--- config.mk ---
export PLATFORM = sky130hd
export DESIGN_NAME = reg_scoreboard_flat
export DESIGN_NICKNAME = d
export VERILOG_FILES = /design/src/rtl/reg_scoreboard_pkg.sv /design/src/rtl/reg_scoreboard_if.sv /design/src/rtl/sb_counter.sv /design/src/rtl/reg_scoreboard.sv /design/src/flat_wrapper.sv
export SDC_FILE = /design/constraint.sdc
export NUM_CORES = 1
export LEC_CHECK = 0
export CAP_MARGIN = 5
export CORE_ASPECT_RATIO = 1.1
export CORE_MARGIN = 3
export CORE_UTILIZATION = 55
export CTS_CLUSTER_DIAMETER = 80
export DETAILED_ROUTE_END_ITERATION = 8
export GPL_TIMING_DRIVEN = 0
export PLACE_DENSITY_LB_ADDON = 0.25
export SLEW_MARGIN = 20
export SYNTH_ARGS = -nofsm -noshare
export SYNTH_HDL_FRONTEND = slang
export SYNTH_SLANG_ARGS = --single-unit
--- constraint.sdc ---
create_clock -name clk -period 5.6 [get_ports clk]
set_clock_uncertainty 0.05 [all_clocks]
set_input_delay 0.56 -clock clk [delete_from_list [all_inputs] [get_ports clk]]
set_output_delay 0.56 -clock clk [all_outputs]
set_load 0.005 [all_outputs]
--- src/rtl/reg_scoreboard_pkg.sv ---
// Shared definitions for the register scoreboard.
// Holds the tracked-entry indices, the in-flight counter width, the default write depth
// and a small helper that recognises the PC.
package reg_scoreboard_pkg;

  localparam int unsigned NUM_ENTRIES      = 16;
  localparam int unsigned CNT_W            = 2;
  localparam int unsigned PC_IDX           = 15;
  // CPSR reuses slot 15 because the PC is never tracked.
  localparam int unsigned CPSR_IDX         = 15;
  localparam int unsigned MAX_INFLIGHT_DEF = 3;

  typedef logic [CNT_W-1:0] cnt_t;
  typedef logic [3:0]       reg_idx_t;

  function automatic logic is_pc(input reg_idx_t r);
    return r == reg_idx_t'(PC_IDX);
  endfunction

endpackage

--- src/rtl/reg_scoreboard_if.sv ---
// Issue/writeback/status bundle between the pipeline and the register scoreboard.
//   master : pipeline side, drives issue, writeback and flush; observes stall/status
//   slave  : scoreboard side
interface reg_scoreboard_if;
  import reg_scoreboard_pkg::*;

  logic        issue_valid;
  reg_idx_t    issue_rd;
  logic        issue_wr_rd;
  logic        issue_wr_cpsr;
  reg_idx_t    issue_rn;
  reg_idx_t    issue_rm;
  reg_idx_t    issue_rs;
  logic        issue_use_rn;
  logic        issue_use_rm;
  logic        issue_use_rs;
  logic        issue_use_cpsr;
  logic        wb_valid;
  reg_idx_t    wb_rd;
  logic        wb_cpsr;
  logic        flush;
  logic        stall;
  logic [15:0] busy_mask;
  logic        underflow_err;

  modport master (
    output issue_valid, issue_rd, issue_wr_rd, issue_wr_cpsr,
    output issue_rn, issue_rm, issue_rs, issue_use_rn, issue_use_rm, issue_use_rs,
    output issue_use_cpsr, wb_valid, wb_rd, wb_cpsr, flush,
    input  stall, busy_mask, underflow_err
  );

  modport slave (
    input  issue_valid, issue_rd, issue_wr_rd, issue_wr_cpsr,
    input  issue_rn, issue_rm, issue_rs, issue_use_rn, issue_use_rm, issue_use_rs,
    input  issue_use_cpsr, wb_valid, wb_rd, wb_cpsr, flush,
    output stall, busy_mask, underflow_err
  );

endinterface

--- src/rtl/sb_counter.sv ---
// One in-flight write counter for a scoreboard entry.
//   clk       : clock
//   clr       : synchronous clear (reset or flush), wins over inc/dec
//   inc, dec  : count up / down; both together leave the count unchanged
//   value     : current count
//   underflow : combinational, dec of a zero count this cycle (count stays 0)
module sb_counter
  import reg_scoreboard_pkg::*;
(
  input  logic clk,
  input  logic clr,
  input  logic inc,
  input  logic dec,
  output cnt_t value,
  output logic underflow
);

  cnt_t cnt_q, cnt_d;

  always_comb begin
    cnt_d     = cnt_q;
    underflow = 1'b0;
    if (clr) begin
      cnt_d = '0;
    end else if (inc && !dec) begin
      if (cnt_q != '1) cnt_d = cnt_q + cnt_t'(1);
    end else if (dec && !inc) begin
      if (cnt_q == '0) underflow = 1'b1;
      else             cnt_d     = cnt_q - cnt_t'(1);
    end
  end

  always_ff @(posedge clk) begin
    cnt_q <= cnt_d;
  end

  assign value = cnt_q;

endmodule

--- src/rtl/reg_scoreboard.sv ---
// Register/CPSR hazard scoreboard between decode and register fetch.
// Tracks outstanding writes to r0..r14 and CPSR and stalls issue on RAW hazards or when a
// destination already has MAX_INFLIGHT writes pending.
//   clk, reset : clock, synchronous active-high reset
//   bus        : slave side of reg_scoreboard_if (issue, writeback, flush, stall, status)
module reg_scoreboard
  import reg_scoreboard_pkg::*;
#(
  parameter int unsigned MAX_INFLIGHT = MAX_INFLIGHT_DEF
) (
  input logic              clk,
  input logic              reset,
  reg_scoreboard_if.slave  bus
);

  localparam cnt_t MaxCnt = cnt_t'(MAX_INFLIGHT);

  cnt_t                   cnt [NUM_ENTRIES];
  logic [NUM_ENTRIES-1:0] inc, dec, udf;
  logic                   src_busy, cpsr_busy, tgt_full, stall_c, accept, clr;
  logic                   err_q;

  // Hazard checks use the counters as they stand, so a same-cycle writeback never bypasses.
  always_comb begin
    src_busy  = (bus.issue_use_rn && !is_pc(bus.issue_rn) && cnt[bus.issue_rn] != '0) ||
                (bus.issue_use_rm && !is_pc(bus.issue_rm) && cnt[bus.issue_rm] != '0) ||
                (bus.issue_use_rs && !is_pc(bus.issue_rs) && cnt[bus.issue_rs] != '0);
    cpsr_busy = bus.issue_use_cpsr && cnt[CPSR_IDX] != '0;
    tgt_full  = (bus.issue_wr_rd && !is_pc(bus.issue_rd) && cnt[bus.issue_rd] == MaxCnt) ||
                (bus.issue_wr_cpsr && cnt[CPSR_IDX] == MaxCnt);
    stall_c   = bus.issue_valid && !bus.flush && (src_busy || cpsr_busy || tgt_full);
  end

  assign accept = bus.issue_valid && !stall_c;
  assign clr    = reset || bus.flush;

  always_comb begin
    inc = '0;
    dec = '0;
    for (int i = 0; i < int'(PC_IDX); i++) begin
      inc[i] = accept && bus.issue_wr_rd && (bus.issue_rd == reg_idx_t'(i));
      dec[i] = bus.wb_valid && (bus.wb_rd == reg_idx_t'(i));
    end
    inc[CPSR_IDX] = accept && bus.issue_wr_cpsr;
    dec[CPSR_IDX] = bus.wb_cpsr;
  end

  for (genvar g = 0; g < int'(NUM_ENTRIES); g++) begin : g_cnt
    sb_counter u_cnt (
      .clk       (clk),
      .clr       (clr),
      .inc       (inc[g]),
      .dec       (dec[g]),
      .value     (cnt[g]),
      .underflow (udf[g])
    );
  end

  // Sticky: only reset clears it, flush does not.
  always_ff @(posedge clk) begin
    if (reset)     err_q <= 1'b0;
    else if (|udf) err_q <= 1'b1;
  end

  always_comb begin
    bus.busy_mask = '0;
    for (int i = 0; i < int'(NUM_ENTRIES); i++) bus.busy_mask[i] = (cnt[i] != '0);
  end

  assign bus.stall         = stall_c;
  assign bus.underflow_err = err_q;

endmodule

--- src/flat_wrapper.sv ---
// flat-port wrapper written by rule: the top's interface ports become plain ports
module reg_scoreboard_flat import reg_scoreboard_pkg::*;
#(
  parameter int unsigned MAX_INFLIGHT = MAX_INFLIGHT_DEF
)
  (clk, reset, bus_issue_valid, bus_issue_rd, bus_issue_wr_rd, bus_issue_wr_cpsr, bus_issue_rn, bus_issue_rm, bus_issue_rs, bus_issue_use_rn, bus_issue_use_rm, bus_issue_use_rs, bus_issue_use_cpsr, bus_wb_valid, bus_wb_rd, bus_wb_cpsr, bus_flush, bus_stall, bus_busy_mask, bus_underflow_err);
  reg_scoreboard_if bus_i ();
  input logic clk;
  input logic reset;
  input wire logic [$bits(bus_i.issue_valid)-1:0] bus_issue_valid;
  input wire logic [$bits(bus_i.issue_rd)-1:0] bus_issue_rd;
  input wire logic [$bits(bus_i.issue_wr_rd)-1:0] bus_issue_wr_rd;
  input wire logic [$bits(bus_i.issue_wr_cpsr)-1:0] bus_issue_wr_cpsr;
  input wire logic [$bits(bus_i.issue_rn)-1:0] bus_issue_rn;
  input wire logic [$bits(bus_i.issue_rm)-1:0] bus_issue_rm;
  input wire logic [$bits(bus_i.issue_rs)-1:0] bus_issue_rs;
  input wire logic [$bits(bus_i.issue_use_rn)-1:0] bus_issue_use_rn;
  input wire logic [$bits(bus_i.issue_use_rm)-1:0] bus_issue_use_rm;
  input wire logic [$bits(bus_i.issue_use_rs)-1:0] bus_issue_use_rs;
  input wire logic [$bits(bus_i.issue_use_cpsr)-1:0] bus_issue_use_cpsr;
  input wire logic [$bits(bus_i.wb_valid)-1:0] bus_wb_valid;
  input wire logic [$bits(bus_i.wb_rd)-1:0] bus_wb_rd;
  input wire logic [$bits(bus_i.wb_cpsr)-1:0] bus_wb_cpsr;
  input wire logic [$bits(bus_i.flush)-1:0] bus_flush;
  output wire logic [$bits(bus_i.stall)-1:0] bus_stall;
  output wire logic [$bits(bus_i.busy_mask)-1:0] bus_busy_mask;
  output wire logic [$bits(bus_i.underflow_err)-1:0] bus_underflow_err;
  assign bus_i.issue_valid = bus_issue_valid;
  assign bus_i.issue_rd = bus_issue_rd;
  assign bus_i.issue_wr_rd = bus_issue_wr_rd;
  assign bus_i.issue_wr_cpsr = bus_issue_wr_cpsr;
  assign bus_i.issue_rn = bus_issue_rn;
  assign bus_i.issue_rm = bus_issue_rm;
  assign bus_i.issue_rs = bus_issue_rs;
  assign bus_i.issue_use_rn = bus_issue_use_rn;
  assign bus_i.issue_use_rm = bus_issue_use_rm;
  assign bus_i.issue_use_rs = bus_issue_use_rs;
  assign bus_i.issue_use_cpsr = bus_issue_use_cpsr;
  assign bus_i.wb_valid = bus_wb_valid;
  assign bus_i.wb_rd = bus_wb_rd;
  assign bus_i.wb_cpsr = bus_wb_cpsr;
  assign bus_i.flush = bus_flush;
  assign bus_stall = bus_i.stall;
  assign bus_busy_mask = bus_i.busy_mask;
  assign bus_underflow_err = bus_i.underflow_err;
  reg_scoreboard #(.MAX_INFLIGHT(MAX_INFLIGHT)) u_core (.clk(clk), .reset(reset), .bus(bus_i));
endmodule
==> Implementation_results.wiki <==
{| class="wikitable"
! Metric !! Value
|-
| Top cell type's share of synthesized area || 0.198
|-
| Number of nets in the synthesized netlist || 512
|-
| Cell Count, Final, Fillers Out || 578
|-
| Cell chosen for the clock root || sky130_fd_sc_hd__clkbuf_8
|-
| Startpoint of the most critical hold path || u_core.bus.underflow_err
|-
| Portion of the clock cycle consumed by the worst path in the final layout || 0.845
|-
| Final critical delay including setup and external delays || 4.73 ns
|-
| Distinct cells, synth || 44
|-
| Global route overflow || 0
|-
| Maximum number of pins on one net before global-route repair || 11
|-
| Clock input transition at the sequential cells of the worst setup and hold paths || 0.07 ns
|-
| Largest voltage drop on the vdd net || 0.119 mV
|-
| Cts-stage hold buffer count || 0
|-
| Cell taking the most area after synthesis || sky130_fd_sc_hd__dfxtp_1
|-
| Top cells by instance count after synthesis || sky130_fd_sc_hd__inv_1 (44), sky130_fd_sc_hd__nor2_1 (41), sky130_fd_sc_hd__a21oi_1 (36)
|-
| Remaining routing DRC violations || 0
|-
| Row count || 29
|-
| Die area || 7030 um^2
|-
| Worst Hold Depth || 2
|-
| Width of the die || 80.2 um
|-
| Post-layout net count || 564
|-
| Boundary Pins || 50
|-
| Clock latency on the worst-skew pair || 0.29 ns
|-
| Kind of start point of the critical path || input port
|-
| Most repeated cell in the gate-level netlist after synthesis || sky130_fd_sc_hd__inv_1
|-
| Global-route layer with the greatest usage || met2
|-
| Capture instance of the worst register-to-register path || u_core.bus.underflow_err
|-
| Cell type group with the largest total delay on the critical path || simple AND/OR/NAND/NOR gates
|-
| Highest-delay cell along the critical path || sky130_fd_sc_hd__or4_1
|-
| Relative max-transition margin || 0.518
|-
| Hold WC Path Type || flip-flop to flip-flop
|-
| Effective utilization at floorplan || 0.574
|-
| Antenna violations before repair || 0
|-
| Synth warn || 0
|-
| Share of cells above drive strength 1 || 0.0479
|-
| DP HPWL || 8120 um
|-
| Final Hold Fails || 0
|-
| Stage delay of the slowest cell on the critical path || 0.54 ns
|-
| Count of placed standard cells including taps || 570
|-
| Static power due to leakage || 0.00158 uW
|-
| Router iterations before antenna repair || 5
|-
| Overall routing resource usage || 0.306
|-
| Minimum setup slack in the final design || 0.867 ns
|-
| Endpoint kind of the worst setup timing path || flip-flop
|-
| Arrival time of data at the critical path endpoint || 4.87 ns
|-
| Global routing met2 resource utilization || 0.482
|-
| Pins over their slew limit || 0
|-
| Vias in the first global route || 3370
|-
| Post-synthesis cell count || 448
|-
| Average instance area after synthesis || 7.44 um^2
|-
| Antenna cell count || 0
|-
| Total routed wirelength || 10300 um
|-
| Number of synthesized flops with an enable pin || 0
|-
| Wire length per cell || 17.9 um
|-
| Number of design-rule violations left by the first detailed-router iteration || 388
|-
| Port buffer count || 45
|-
| Unrepaired setup endpoints after global routing || false
|-
| Power per Cell Area || 132 nW/um^2
|-
| Global-route wire length before repair || 16600 um
|-
| Met3 track demand over resource in global routing || 0.0607
|-
| Routability congestion estimate || 1.02
|-
| Count of H-tree levels built during CTS || 2
|-
| Power, Total || 521 uW
|-
| Std-Cell Core Area || 5810 um^2
|-
| Dominant synthesized flop cell || sky130_fd_sc_hd__dfxtp_1
|-
| Fraction of registers with async set or reset after synthesis || 0
|-
| Bufs on Longest Clock Path || 2
|-
| Post-Place Setup Slack || 0.654 ns
|-
| Die height || 87.7 um
|-
| Inserted Clock Buffers || 5
|-
| GRT met1 Usage || 0.404
|-
| Destination of the worst hold path || u_core.bus.underflow_err
|-
| Least-Margin Pin Slew || 0.722 ns
|-
| Reg2Reg Launch Point || u_core.g_cnt[9].u_cnt.value[0]
|-
| DRT antenna net count || 0
|-
| WS Path Type || input port to flip-flop
|-
| Result of the run || complete, no violations
|-
| TritonCTS clock tree || yes
|-
| Final count of negative-setup-slack endpoints || 0
|-
| Setup_tns || 0 ns
|-
| Cell Chain, Critical Path || clkdlybuf4s50_1, clkbuf_1, mux4_2, mux2i_1, nor3b_1, o21a_1, o41a_1, clkbuf_1, or4_1, ha_1, nor3b_1, nor4_1, nand4_1, a21oi_1, nor2_1
|-
| Resized cells post-CTS || 0
|-
| Cell area after technology mapping || 3330 um^2
|-
| Maximum clock frequency || 211 MHz
|-
| Worst R2R Path Depth || 13
|-
| Most area-consuming cells after synthesis || sky130_fd_sc_hd__dfxtp_1 (20%), sky130_fd_sc_hd__ha_1 (12%), sky130_fd_sc_hd__mux4_2 (9.5%), sky130_fd_sc_hd__a21oi_1 (5.4%), sky130_fd_sc_hd__o21ai_0 (5.3%)
|-
| Post-synthesis to final-layout area growth || 18.8%
|-
| Number of clock sinks || 33
|-
| Routed via count divided by cell count || 6.30
|-
| Data required time at the worst endpoint || 5.74 ns
|-
| Crit path buffers/inverters || 3
|-
| Worst Path Max Fanout || 10
|-
| Post-CTS setup buffer count || 0
|-
| Max-cap viol count || 0
|-
| Register-to-register setup slack || 1.27 ns
|-
| Share of synthesized area occupied by flip-flops and latches || 0.198
|-
| Vias post-DR || 3641
|-
| Number of register bits inferred by synthesis || 33
|}
-- sequential cells by signal (all words and copies together), names as in the netlist --
signal / count
u_core.bus.underflow_err: 1
u_core.g_cnt.u_cnt.value: 32
-- kinds of logic after synthesis --
logic type	count (synthesis)	share of synthesized area
buffers and inverters	62	0.0706
adders and majority gates	32	0.120
and+or+nand+nor	194	0.311
DFF	33	0.198
muxes	18	0.107
AOI/OAI and AO/OA	109	0.194
-- where the power goes --
group          switching, uW  total, uW  internal (uW)
Combinational           61.3        107           45.3
Clock                   90.1        178           88.4
Sequential             0.550        236            235
Total                    152        521            369
-- tightest hold or removal path, stage by stage (launching register included) --
cell                      delay [ns]
sky130_fd_sc_hd__dfxtp_1        0.33
sky130_fd_sc_hd__a21oi_1        0.05
sky130_fd_sc_hd__nor2_1         0.07
-- layout by cell type (no fill, tap or decap), types with 8 or more instances in the layout --
cell                              Yosys  layout
sky130_fd_sc_hd__clkdlybuf4s50_1      0      45
sky130_fd_sc_hd__inv_1               44      44
sky130_fd_sc_hd__nor2_1              41      41
sky130_fd_sc_hd__a21oi_1             36      36
sky130_fd_sc_hd__o21ai_0             35      35
sky130_fd_sc_hd__dfxtp_1             33      33
sky130_fd_sc_hd__ha_1                32      32
sky130_fd_sc_hd__nand2_1             31      31
sky130_fd_sc_hd__nand2b_1            27      27
sky130_fd_sc_hd__nor3_1              25      25
sky130_fd_sc_hd__clkbuf_1            16      19
sky130_fd_sc_hd__nor3b_1             18      18
sky130_fd_sc_hd__mux4_2              14      14
sky130_fd_sc_hd__or3_1               12      12
sky130_fd_sc_hd__o22ai_1             11      11
sky130_fd_sc_hd__nor4_1               9       9
sky130_fd_sc_hd__nor2b_1              8       8
-- worst max-delay path by stage --
stage                                from                  endpoint  slack (ns)  depth (start not counted)
final                     bus_issue_rd[2]  u_core.bus.underflow_err        0.87                         15
after global routing      bus_issue_rd[2]  u_core.bus.underflow_err        0.69                         15
after CTS                 bus_issue_rd[2]  u_core.bus.underflow_err        0.95                         15
after detailed placement  bus_issue_rd[2]  u_core.bus.underflow_err        0.65                         15
after global placement    bus_issue_rd[2]  u_core.bus.underflow_err        0.70                         15
after floorplan           bus_issue_rd[1]  u_core.bus.underflow_err        1.68                         13
-- stage by stage --
| stage | hold WS [ns] | utilization | cell area [um^2] |
|---|---|---|---|
| after floorplan | 0.410 | - | 3330 |
| after global placement | 0.415 | 0.668 | 3880 |
| after detailed placement | 0.417 | 0.668 | 3880 |
| after CTS | 0.438 | 0.682 | 3960 |
| after global routing | 0.483 | 0.682 | 3960 |
| final | 0.431 | 0.682 | 3960 |
-- layer usage --
metal,share of wire,vias to the layer above
li1,-,1718
met1,0.40,1667
met2,0.46,211
met3,0.10,45
met4,0.044,0
met5,0,-
-- cell type report --
class                   count  area (um^2)
fillers                   505         1850
repair buffers             45          450
flip-flops and latches     33          661
plain buffers              18         70.1
clock buffers               8         80.1
multi-input cells         353         2440
well taps                  77         96.3
inverters                  44          165
Note: power is estimated with default switching activity, not from simulation.
